==> config.mk <==
export PLATFORM = sky130hd
export DESIGN_NAME = data_mem_master_flat
export DESIGN_NICKNAME = d
export VERILOG_FILES = /design/src/rtl/data_mem_master_if.sv /design/src/rtl/data_mem_master.sv /design/src/flat_wrapper.sv
export SDC_FILE = /design/constraint.sdc
export NUM_CORES = 1
export LEC_CHECK = 0
export CORE_ASPECT_RATIO = 1.1
export CORE_MARGIN = 2
export CORE_UTILIZATION = 42
export DETAILED_ROUTE_END_ITERATION = 8
export GPL_ROUTABILITY_DRIVEN = 0
export PLACE_DENSITY = 0.86
export SKIP_CTS_REPAIR_TIMING = 1
export SLEW_MARGIN = 20
export SYNTH_ARGS = -nofsm -noshare
export SYNTH_HDL_FRONTEND = slang
export SYNTH_SLANG_ARGS = --single-unit
==> constraint.sdc <==
create_clock -name CLK -period 3.4 [get_ports CLK]
set_input_delay 0.85 -clock CLK [delete_from_list [all_inputs] [get_ports CLK]]
set_output_delay 0.85 -clock CLK [all_outputs]
set_load 0.01 [all_outputs]
==> src/rtl/data_mem_master_if.sv <==
// Request, write-data, response and RAM-port signals of the data-memory initiator.
// The master modport is the initiator; the slave modport is its environment (requester plus RAM).
interface data_mem_master_if #(
  parameter int ADDR_W = 16,
  parameter int DATA_W = 16,
  parameter int LEN_W  = 8
);
  logic              ReqValid;
  logic              ReqReady;
  logic              ReqWrite;
  logic [ADDR_W-1:0] ReqAddr;
  logic [LEN_W-1:0]  ReqLen;
  logic              WDataValid;
  logic              WDataReady;
  logic [DATA_W-1:0] WData;
  logic              RspValid;
  logic              RspReady;
  logic [DATA_W-1:0] RspData;
  logic              RspLast;
  logic              Busy;
  logic              ReqErr;
  logic [ADDR_W-1:0] MemAddress;
  logic              MemRead;
  logic              MemWrite;
  logic [DATA_W-1:0] MemWData;
  logic [DATA_W-1:0] MemRData;

  modport master (
    input  ReqValid, ReqWrite, ReqAddr, ReqLen, WDataValid, WData, RspReady, MemRData,
    output ReqReady, WDataReady, RspValid, RspData, RspLast, Busy, ReqErr,
           MemAddress, MemRead, MemWrite, MemWData
  );

  modport slave (
    output ReqValid, ReqWrite, ReqAddr, ReqLen, WDataValid, WData, RspReady, MemRData,
    input  ReqReady, WDataReady, RspValid, RspData, RspLast, Busy, ReqErr,
           MemAddress, MemRead, MemWrite, MemWData
  );
endinterface

==> src/rtl/data_mem_master.sv <==
// Burst initiator for the single-port data RAM: word/burst requests, write-data and read-response channels.
// Optional MEM_BOUND_CHECK_EN: bursts crossing the top of the RAM are rejected with a ReqErr pulse.
module data_mem_master #(
  parameter int ADDR_W    = 16,
  parameter int DATA_W    = 16,
  parameter int MEM_DEPTH = 256,
  parameter int LEN_W     = 8
) (
  input logic            CLK,
  input logic            RST_N,
  data_mem_master_if.master bus
);
  localparam int MEM_AW = (MEM_DEPTH > 1) ? $clog2(MEM_DEPTH) : 1;
  localparam logic [LEN_W:0] ONE_BEAT = 1;

  typedef enum logic [1:0] {IDLE, RD, RD_DRAIN, WR} state_e;

  state_e            state;
  state_e            stateNext;
  logic [MEM_AW-1:0] curAddr;
  logic [LEN_W:0]    remain;
  logic              rspValid;
  logic              rspLast;
  logic [DATA_W-1:0] rspData;
  logic [MEM_AW-1:0] reqAddrMod;
  logic              reqFire;
  logic              rdIssue;
  logic              wrBeat;
  logic              lastBeat;
  logic              boundErr;

  assign reqAddrMod = bus.ReqAddr[MEM_AW-1:0];
  assign reqFire    = (state == IDLE) && bus.ReqValid;
  // A new read may be launched only when the response register is empty or draining this cycle.
  assign rdIssue    = (state == RD) && (!rspValid || bus.RspReady);
  assign wrBeat     = (state == WR) && bus.WDataValid;
  assign lastBeat   = (remain == ONE_BEAT);

`ifdef MEM_BOUND_CHECK_EN
  logic reqErr;

  assign boundErr = (int'(reqAddrMod) + int'(bus.ReqLen) + 1) > MEM_DEPTH;

  always_ff @(posedge CLK or negedge RST_N) begin
    if (!RST_N) reqErr <= 1'b0;
    else        reqErr <= reqFire && boundErr;
  end

  assign bus.ReqErr = reqErr;
`else
  assign boundErr   = 1'b0;
  assign bus.ReqErr = 1'b0;
`endif

  // NOTE: sequential state uses non-blocking assignments so every flop samples pre-edge values.
  always_ff @(posedge CLK or negedge RST_N) begin
    if (!RST_N) state <= IDLE;
    else        state <= stateNext;
  end

  always_comb begin
    stateNext = state;
    unique case (state)
      IDLE:     if (reqFire && !boundErr) stateNext = bus.ReqWrite ? WR : RD;
      RD:       if (rdIssue && lastBeat) stateNext = RD_DRAIN;
      RD_DRAIN: if (rspValid && bus.RspReady) stateNext = IDLE;
      WR:       if (wrBeat && lastBeat) stateNext = IDLE;
      default:  stateNext = IDLE;
    endcase
  end

  // NOTE: every output gets a default first so no path through the case can infer a latch.
  always_comb begin
    bus.ReqReady   = 1'b0;
    bus.WDataReady = 1'b0;
    bus.MemRead    = 1'b0;
    bus.MemWrite   = 1'b0;
    bus.MemAddress = '0;
    bus.MemWData   = '0;
    unique case (state)
      IDLE: bus.ReqReady = 1'b1;
      RD: if (rdIssue) begin
        bus.MemRead    = 1'b1;
        bus.MemAddress = ADDR_W'(curAddr);
      end
      WR: begin
        bus.WDataReady = 1'b1;
        if (bus.WDataValid) begin
          bus.MemWrite   = 1'b1;
          bus.MemAddress = ADDR_W'(curAddr);
          bus.MemWData   = bus.WData;
        end
      end
      default: ;
    endcase
  end

  // Address wraps for free: curAddr is exactly log2(MEM_DEPTH) bits wide.
  always_ff @(posedge CLK or negedge RST_N) begin
    if (!RST_N) begin
      curAddr <= '0;
      remain  <= '0;
    end else if (reqFire) begin
      curAddr <= reqAddrMod;
      remain  <= {1'b0, bus.ReqLen} + 1'b1;
    end else if (rdIssue || wrBeat) begin
      curAddr <= curAddr + 1'b1;
      remain  <= remain - 1'b1;
    end
  end

  always_ff @(posedge CLK or negedge RST_N) begin
    if (!RST_N) begin
      rspValid <= 1'b0;
      rspLast  <= 1'b0;
      rspData  <= '0;
    end else if (rdIssue) begin
      rspData  <= bus.MemRData;
      rspValid <= 1'b1;
      rspLast  <= lastBeat;
    end else if (rspValid && bus.RspReady) begin
      rspValid <= 1'b0;
      rspLast  <= 1'b0;
    end
  end

  assign bus.RspValid = rspValid;
  assign bus.RspData  = rspData;
  assign bus.RspLast  = rspLast;
  assign bus.Busy     = (state != IDLE);
endmodule

==> src/flat_wrapper.sv <==
// flat-port wrapper written by rule: the top's interface ports become plain ports
module data_mem_master_flat 
#(
  parameter int ADDR_W    = 16,
  parameter int DATA_W    = 16,
  parameter int MEM_DEPTH = 256,
  parameter int LEN_W     = 8
)
  (CLK, RST_N, bus_ReqValid, bus_ReqWrite, bus_ReqAddr, bus_ReqLen, bus_WDataValid, bus_WData, bus_RspReady, bus_MemRData, bus_ReqReady, bus_WDataReady, bus_RspValid, bus_RspData, bus_RspLast, bus_Busy, bus_ReqErr, bus_MemAddress, bus_MemRead, bus_MemWrite, bus_MemWData);
  data_mem_master_if #(.ADDR_W(ADDR_W), .DATA_W(DATA_W), .LEN_W(LEN_W)) bus_i ();
  input logic CLK;
  input logic RST_N;
  input wire logic [$bits(bus_i.ReqValid)-1:0] bus_ReqValid;
  input wire logic [$bits(bus_i.ReqWrite)-1:0] bus_ReqWrite;
  input wire logic [$bits(bus_i.ReqAddr)-1:0] bus_ReqAddr;
  input wire logic [$bits(bus_i.ReqLen)-1:0] bus_ReqLen;
  input wire logic [$bits(bus_i.WDataValid)-1:0] bus_WDataValid;
  input wire logic [$bits(bus_i.WData)-1:0] bus_WData;
  input wire logic [$bits(bus_i.RspReady)-1:0] bus_RspReady;
  input wire logic [$bits(bus_i.MemRData)-1:0] bus_MemRData;
  output wire logic [$bits(bus_i.ReqReady)-1:0] bus_ReqReady;
  output wire logic [$bits(bus_i.WDataReady)-1:0] bus_WDataReady;
  output wire logic [$bits(bus_i.RspValid)-1:0] bus_RspValid;
  output wire logic [$bits(bus_i.RspData)-1:0] bus_RspData;
  output wire logic [$bits(bus_i.RspLast)-1:0] bus_RspLast;
  output wire logic [$bits(bus_i.Busy)-1:0] bus_Busy;
  output wire logic [$bits(bus_i.ReqErr)-1:0] bus_ReqErr;
  output wire logic [$bits(bus_i.MemAddress)-1:0] bus_MemAddress;
  output wire logic [$bits(bus_i.MemRead)-1:0] bus_MemRead;
  output wire logic [$bits(bus_i.MemWrite)-1:0] bus_MemWrite;
  output wire logic [$bits(bus_i.MemWData)-1:0] bus_MemWData;
  assign bus_i.ReqValid = bus_ReqValid;
  assign bus_i.ReqWrite = bus_ReqWrite;
  assign bus_i.ReqAddr = bus_ReqAddr;
  assign bus_i.ReqLen = bus_ReqLen;
  assign bus_i.WDataValid = bus_WDataValid;
  assign bus_i.WData = bus_WData;
  assign bus_i.RspReady = bus_RspReady;
  assign bus_i.MemRData = bus_MemRData;
  assign bus_ReqReady = bus_i.ReqReady;
  assign bus_WDataReady = bus_i.WDataReady;
  assign bus_RspValid = bus_i.RspValid;
  assign bus_RspData = bus_i.RspData;
  assign bus_RspLast = bus_i.RspLast;
  assign bus_Busy = bus_i.Busy;
  assign bus_ReqErr = bus_i.ReqErr;
  assign bus_MemAddress = bus_i.MemAddress;
  assign bus_MemRead = bus_i.MemRead;
  assign bus_MemWrite = bus_i.MemWrite;
  assign bus_MemWData = bus_i.MemWData;
  data_mem_master #(.ADDR_W(ADDR_W), .DATA_W(DATA_W), .MEM_DEPTH(MEM_DEPTH), .LEN_W(LEN_W)) u_core (.CLK(CLK), .RST_N(RST_N), .bus(bus_i));
endmodule
======== Yosys cells after proc, flatten, opt, wreduce, memory -nomap -nowiden ========
Index checks and enable logic that the tools add are counted.
storage, ports and cells
  output and inout port bits .............. 56
  register bits ........................... 37
operators by class
  multiplexer cells ....................... 24
  $add $sub $neg .......................... 3
  reduce and logical (&&, ||, !) cells .... 14
  equal/unequal tests ..................... 8
operators with widths
  kind                                                    count
  two-way mux 16 bit                                      2
  two-way mux 8 bit                                       4
  one-hot mux 16 bit (2 select lines)                     1
  two-way mux 9 bit                                       2
  two-way mux 2 bit                                       5
  adder 8 x 1 -> 9 bit (second input constant)            1
  equality test 9 x 1 -> 1 bit (second input constant)    1
  two-way mux 1 bit                                       9
  subtractor 9 x 1 -> 9 bit (second input constant)       1
  adder 8 x 1 -> 8 bit (second input constant)            1
  one-hot mux 2 bit (4 select lines)                      1
  logical AND 1 bit                                       6
  nonzero test 2 bit                                      3
  equality test 2 bit (second input constant)             2
  inequality test 2 x 1 -> 1 bit (second input constant)  2
  inequality test 2 bit (second input constant)           2
  AND reduction 4 bit                                     1
  equality test 2 x 1 -> 1 bit (second input constant)    1
  logical NOT 2 bit                                       1
  logical OR 1 bit                                        2
  logical NOT 1 bit                                       1

======== Longest topological paths before layout ========
  depth after elaboration ................. 6
  gate-level depth with buffers ........... 6

======== Worst setup path before layout ========
Ideal clock, no wire load.
  path type ............................... in2out
  start ................................... input port bus_RspReady
  end ..................................... output port bus_MemAddress[0]
  data arrival time ....................... 1.870 ns
  path buffers ............................ 2
  required time ........................... 2.550 ns
  path slack .............................. 0.680 ns
  stages on the path ...................... 5
  path through ............................ or3b_1 buf_2 and3_1 buf_2 and2_1
on the way
  longest elaborated chain between the ends .. 4
RTL lines
  what                                 line                   source
  start, declared                      flat_wrapper.sv:19     input wire logic [$bits(bus_i.RspReady)-1:0] bus_RspReady;
  logical OR 1 bit                     data_mem_master.sv:35  assign rdIssue = (state == RD) && (!rspValid || bus.RspReady);
  logical AND 1 bit                    data_mem_master.sv:35
  two-way mux 8 bit                    data_mem_master.sv:82  RD: if (rdIssue) begin
  one-hot mux 16 bit (2 select lines)  data_mem_master.sv:80  unique case (state)
  end, declared                        flat_wrapper.sv:28     output wire logic [$bits(bus_i.MemAddress)-1:0] bus_MemAddress;
Every way passes these cells.

======== Worst setup path in the final report ========
  start ................................... input port bus_WDataValid
  end ..................................... output port bus_MemWData[10]
on the way
  longest elaborated chain between the ends .. 2
RTL lines
  what                line                   source
  start, declared     flat_wrapper.sv:17     input wire logic [$bits(bus_i.WDataValid)-1:0] bus_WDataValid;
  two-way mux 16 bit  data_mem_master.sv:88  if (bus.WDataValid) begin
  two-way mux 16 bit  data_mem_master.sv:80
  end, declared       flat_wrapper.sv:31     output wire logic [$bits(bus_i.MemWData)-1:0] bus_MemWData;
Every way passes these cells.

==> load_flow_metrics.sql <==
INSERT INTO impl_metrics (metric_group, metric, value, unit) VALUES
('routing', 'detail_routed_net_length_per_standard_cell', '13.7', 'µm'),
('setup_path', 'worstSetupPathType', 'in -> out', ''),
('floorplan', 'initial_core_util', '0.432', ''),
('synthesis', 'synth.top_cells.by_area', 'sky130_fd_sc_hd__dfrtp_1, sky130_fd_sc_hd__mux2_2, sky130_fd_sc_hd__and2_1', ''),
('sta', 'timing_max_transition_violations_final', '0', ''),
('sta', 'grt_setup_unrepaired', 'false', ''),
('setup_path', 'timing.critical_path.required', '2.55', 'ns'),
('routing', 'post-route-drc-count', '0', ''),
('floorplan', 'floorplan.die.height', '78.7', 'µm'),
('setup_path', 'arrival', '2.38', 'ns'),
('status', 'status', 'complete, no violations', ''),
('synthesis', 'syn-mean-instance-area', '9.68', 'µm²'),
('setup_path', 'critical_path_peak_fanout', '17', ''),
('synthesis', 'yosys.area_share.simple', '0.226', ''),
('final_layout', 'fillers', '389', ''),
('synthesis', 'post_synth_fa_ha_maj_area_fraction', '0.0235', ''),
('final_layout', 'layout.cells.most_common', 'sky130_fd_sc_hd__clkdlybuf4s50_1', ''),
('routing', 'vias', '1995', ''),
('power_and_ir_drop', 'cellPowerDensity', '803', 'mW/mm²'),
('placement', 'portBuffers', '100', ''),
('synthesis', 'synth_top_family_by_area', 'simple AND/OR/NAND/NOR gates', ''),
('final_layout', 'final_layout_size_suffix_gt1_frac', '0.123', ''),
('sta', 'hold_viol_final', '0', ''),
('synthesis', 'netlist-cell-type-count', '39', ''),
('synthesis', 'synth_area_in_compound_gates', '0.116', ''),
('final_layout', 'antennaDiodeCount', '0', ''),
('synthesis', 'yosysWarnings', '0', ''),
('synthesis', 'synth_largest_area_cell', 'sky130_fd_sc_hd__dfrtp_1', ''),
('floorplan', 'die-width', '71.9', 'µm'),
('run', 'maxCapViolations', '0', ''),
('synthesis', 'ys_ff_latch', '37', ''),
('power_and_ir_drop', 'vdd_ir_drop_max', '300', 'µV'),
('routing', 'route.antenna.remaining_nets', '0', ''),
('clock_network', 'cts-buffers-inserted', '5', ''),
('final_layout', 'multi_input_area', '0.00110', 'mm²'),
('synthesis', 'seq_area_frac_synth', '0.435', ''),
('floorplan', 'rows', '27', ''),
('final_layout', 'stdcell_area', '0.00334', 'mm²'),
('synthesis', 'dominant_synthesized_flop_cell', 'sky130_fd_sc_hd__dfrtp_1', ''),
('clock_network', 'cts_tree', 'built', ''),
('synthesis', 'synthArstFlopShare', '1.00', ''),
('clock_network', 'clock_tree_root_buffer_cell', 'sky130_fd_sc_hd__clkbuf_8', ''),
('sta', 'fin_worst_skew', '0.00706', 'ns'),
('final_layout', 'most-common-layout-cells', 'sky130_fd_sc_hd__clkdlybuf4s50_1, sky130_fd_sc_hd__dfrtp_1, sky130_fd_sc_hd__and2_1, sky130_fd_sc_hd__mux2_2, sky130_fd_sc_hd__nand2_1', ''),
('global_route', 'total_routing_resource_utilization_after_global_routing', '0.188', ''),
('clock_network', 'worst_skew_pair.late_latency', '0.29', 'ns'),
('global_route', 'grt_pass1_wl', '8270', 'µm'),
('synthesis', 'yosys-mux-area-fraction', '0.105', ''),
('setup_path', 'critical_path_launch_point', 'bus_WDataValid', ''),
('final_layout', 'areaGrowthSynthToFinish', '56.9', '%'),
('routing', 'drt_pass1_iterations', '4', ''),
('sta', 'fin_crit_sh', '0.951', ''),
('synthesis', 'parity_gate_share_of_the_synthesized_area_counting_xor_and_xnor_cells', '0.0288', ''),
('clock_network', 'ctsLongestPathBuffers', '2', ''),
('final_layout', 'num-nets-final', '391', ''),
('floorplan', 'die_area', '0.00566', 'mm²'),
('power_and_ir_drop', 'power.static_leakage', '1.45', 'nW'),
('setup_path', 'worstReg2RegStart', 'u_core.state[0]', ''),
('synthesis', 'synthesized_instance_count', '220', ''),
('clock_network', 'clock_sinks', '37', ''),
('min_path', 'holdCritPathClass', 'reg -> reg', ''),
('power_and_ir_drop', 'total_power', '0.00268', 'W'),
('min_path', 'hp-start', 'u_core.bus.RspData[0]', ''),
('sta', 'finalSetupViolations', '0', ''),
('setup_path', 'critical_path_end_type', 'output port', ''),
('global_route', 'grt_max_degree', '38', ''),
('global_route', 'antenna_found_initial', '0', ''),
('synthesis', 'yosys.area.top_type_share', '0.435', ''),
('clock_network', 'clk_pin_slew_worst_paths', '0.07', 'ns'),
('global_route', 'number_of_global_route_vias_before_repair', '1854', ''),
('routing', 'route.final.wire_length', '5260', 'µm');
flip-flops by register name (all words and copies together), names as in the netlist:
name and flops:
u_core.curAddr 8, u_core.state 2, u_core.bus.RspData 16, u_core.bus.RspLast 1, u_core.remain 9, u_core.bus.RspValid 1
path summary, 6_finish.rpt:
kind / slack [ns] / end / cells after the start
setup reg to reg: 1.46 / u_core.remain[4] / 5
setup / recovery: 0.17 / bus_MemWData[10] / 5
max in group asynchronous: 2.24 / u_core.remain[7] / 1
min in group asynchronous: 0.64 / u_core.curAddr[6] / 1
hold reg to reg: 0.50 / u_core.bus.RspData[0] / 1
hold / removal: 0.50 / u_core.bus.RspData[0] / 1
power by group:
part | internal (W) | leakage, nW | total [W] | switching, W
registers | 0.000663 | 0.433 | 0.000845 | 0.000183
logic | 0.000835 | 0.958 | 0.00145 | 0.000612
clock network | 0.000239 | 0.0585 | 0.000389 | 0.000150
total | 0.00174 | 1.45 | 0.00268 | 0.000945
cell usage after synthesis, types with 2 or more instances:
master / n
sky130_fd_sc_hd__mux2_2: 19
sky130_fd_sc_hd__xor2_1: 2
sky130_fd_sc_hd__or4_1: 4
sky130_fd_sc_hd__xnor2_1: 5
sky130_fd_sc_hd__nand2b_1: 3
sky130_fd_sc_hd__o21ai_0: 11
sky130_fd_sc_hd__a31oi_1: 9
sky130_fd_sc_hd__a211oi_1: 2
sky130_fd_sc_hd__buf_4: 9
sky130_fd_sc_hd__nand2_1: 15
sky130_fd_sc_hd__nor3_1: 4
sky130_fd_sc_hd__inv_1: 9
sky130_fd_sc_hd__clkbuf_1: 7
sky130_fd_sc_hd__o311ai_0: 3
sky130_fd_sc_hd__buf_2: 2
sky130_fd_sc_hd__dfrtp_1: 37
sky130_fd_sc_hd__nand3_1: 8
sky130_fd_sc_hd__o211ai_1: 3
sky130_fd_sc_hd__nand4_1: 5
sky130_fd_sc_hd__a221o_1: 2
sky130_fd_sc_hd__or3_1: 5
sky130_fd_sc_hd__nor2_1: 12
sky130_fd_sc_hd__ha_1: 4
sky130_fd_sc_hd__and2_1: 24
sky130_fd_sc_hd__and3_1: 2
per-stage QoR:
stage          hold slack, ns  worst slack (ns)  cells  setup TNS, ns
4_1_cts                 0.508            -0.140    384         -0.826
6_report                0.505             0.167    384              0
3_3_place_gp            0.488            -0.126    376         -0.743
2_1_floorplan           0.528             0.680    228              0
3_5_place_dp            0.493            -0.133    376         -0.780
5_1_grt                 0.514             0.108    384              0
worst max-delay path: stages:
cell,delay (ns)
sky130_fd_sc_hd__clkdlybuf4s50_1,0.51
sky130_fd_sc_hd__and3_1,0.21
sky130_fd_sc_hd__buf_12,0.14
sky130_fd_sc_hd__and2_1,0.14
sky130_fd_sc_hd__clkdlybuf4s50_1,0.53
logic make-up after synthesis:
family	after synthesis
compound gates	37
xor+xnor	7
fa+ha+maj	4
buf+inv	27
flops	37
mux	20
other cells	1
simple gates	87
final cells by class:
cell class,instances,area share
multi-input combinational,164,0.330
timing repair buffer,108,0.326
clock inverter,1,0.00899
inverter,9,0.0101
tap,58,0.0217
clock buffer,7,0.0258
sequential,37,0.277
metal layers:
| layer | part of all wire | up-vias | track usage |
|---|---|---|---|
| met4 | 0.016 | 0 | 0.0679 |
| met2 | 0.52 | 82 | 0.358 |
| met3 | 0.071 | 9 | 0.0398 |
| met1 | 0.40 | 931 | 0.198 |
| met5 | 0 | - | 0 |
| li1 | - | 973 | - |
No activity file was read; power rests on OpenSTA's default activity.
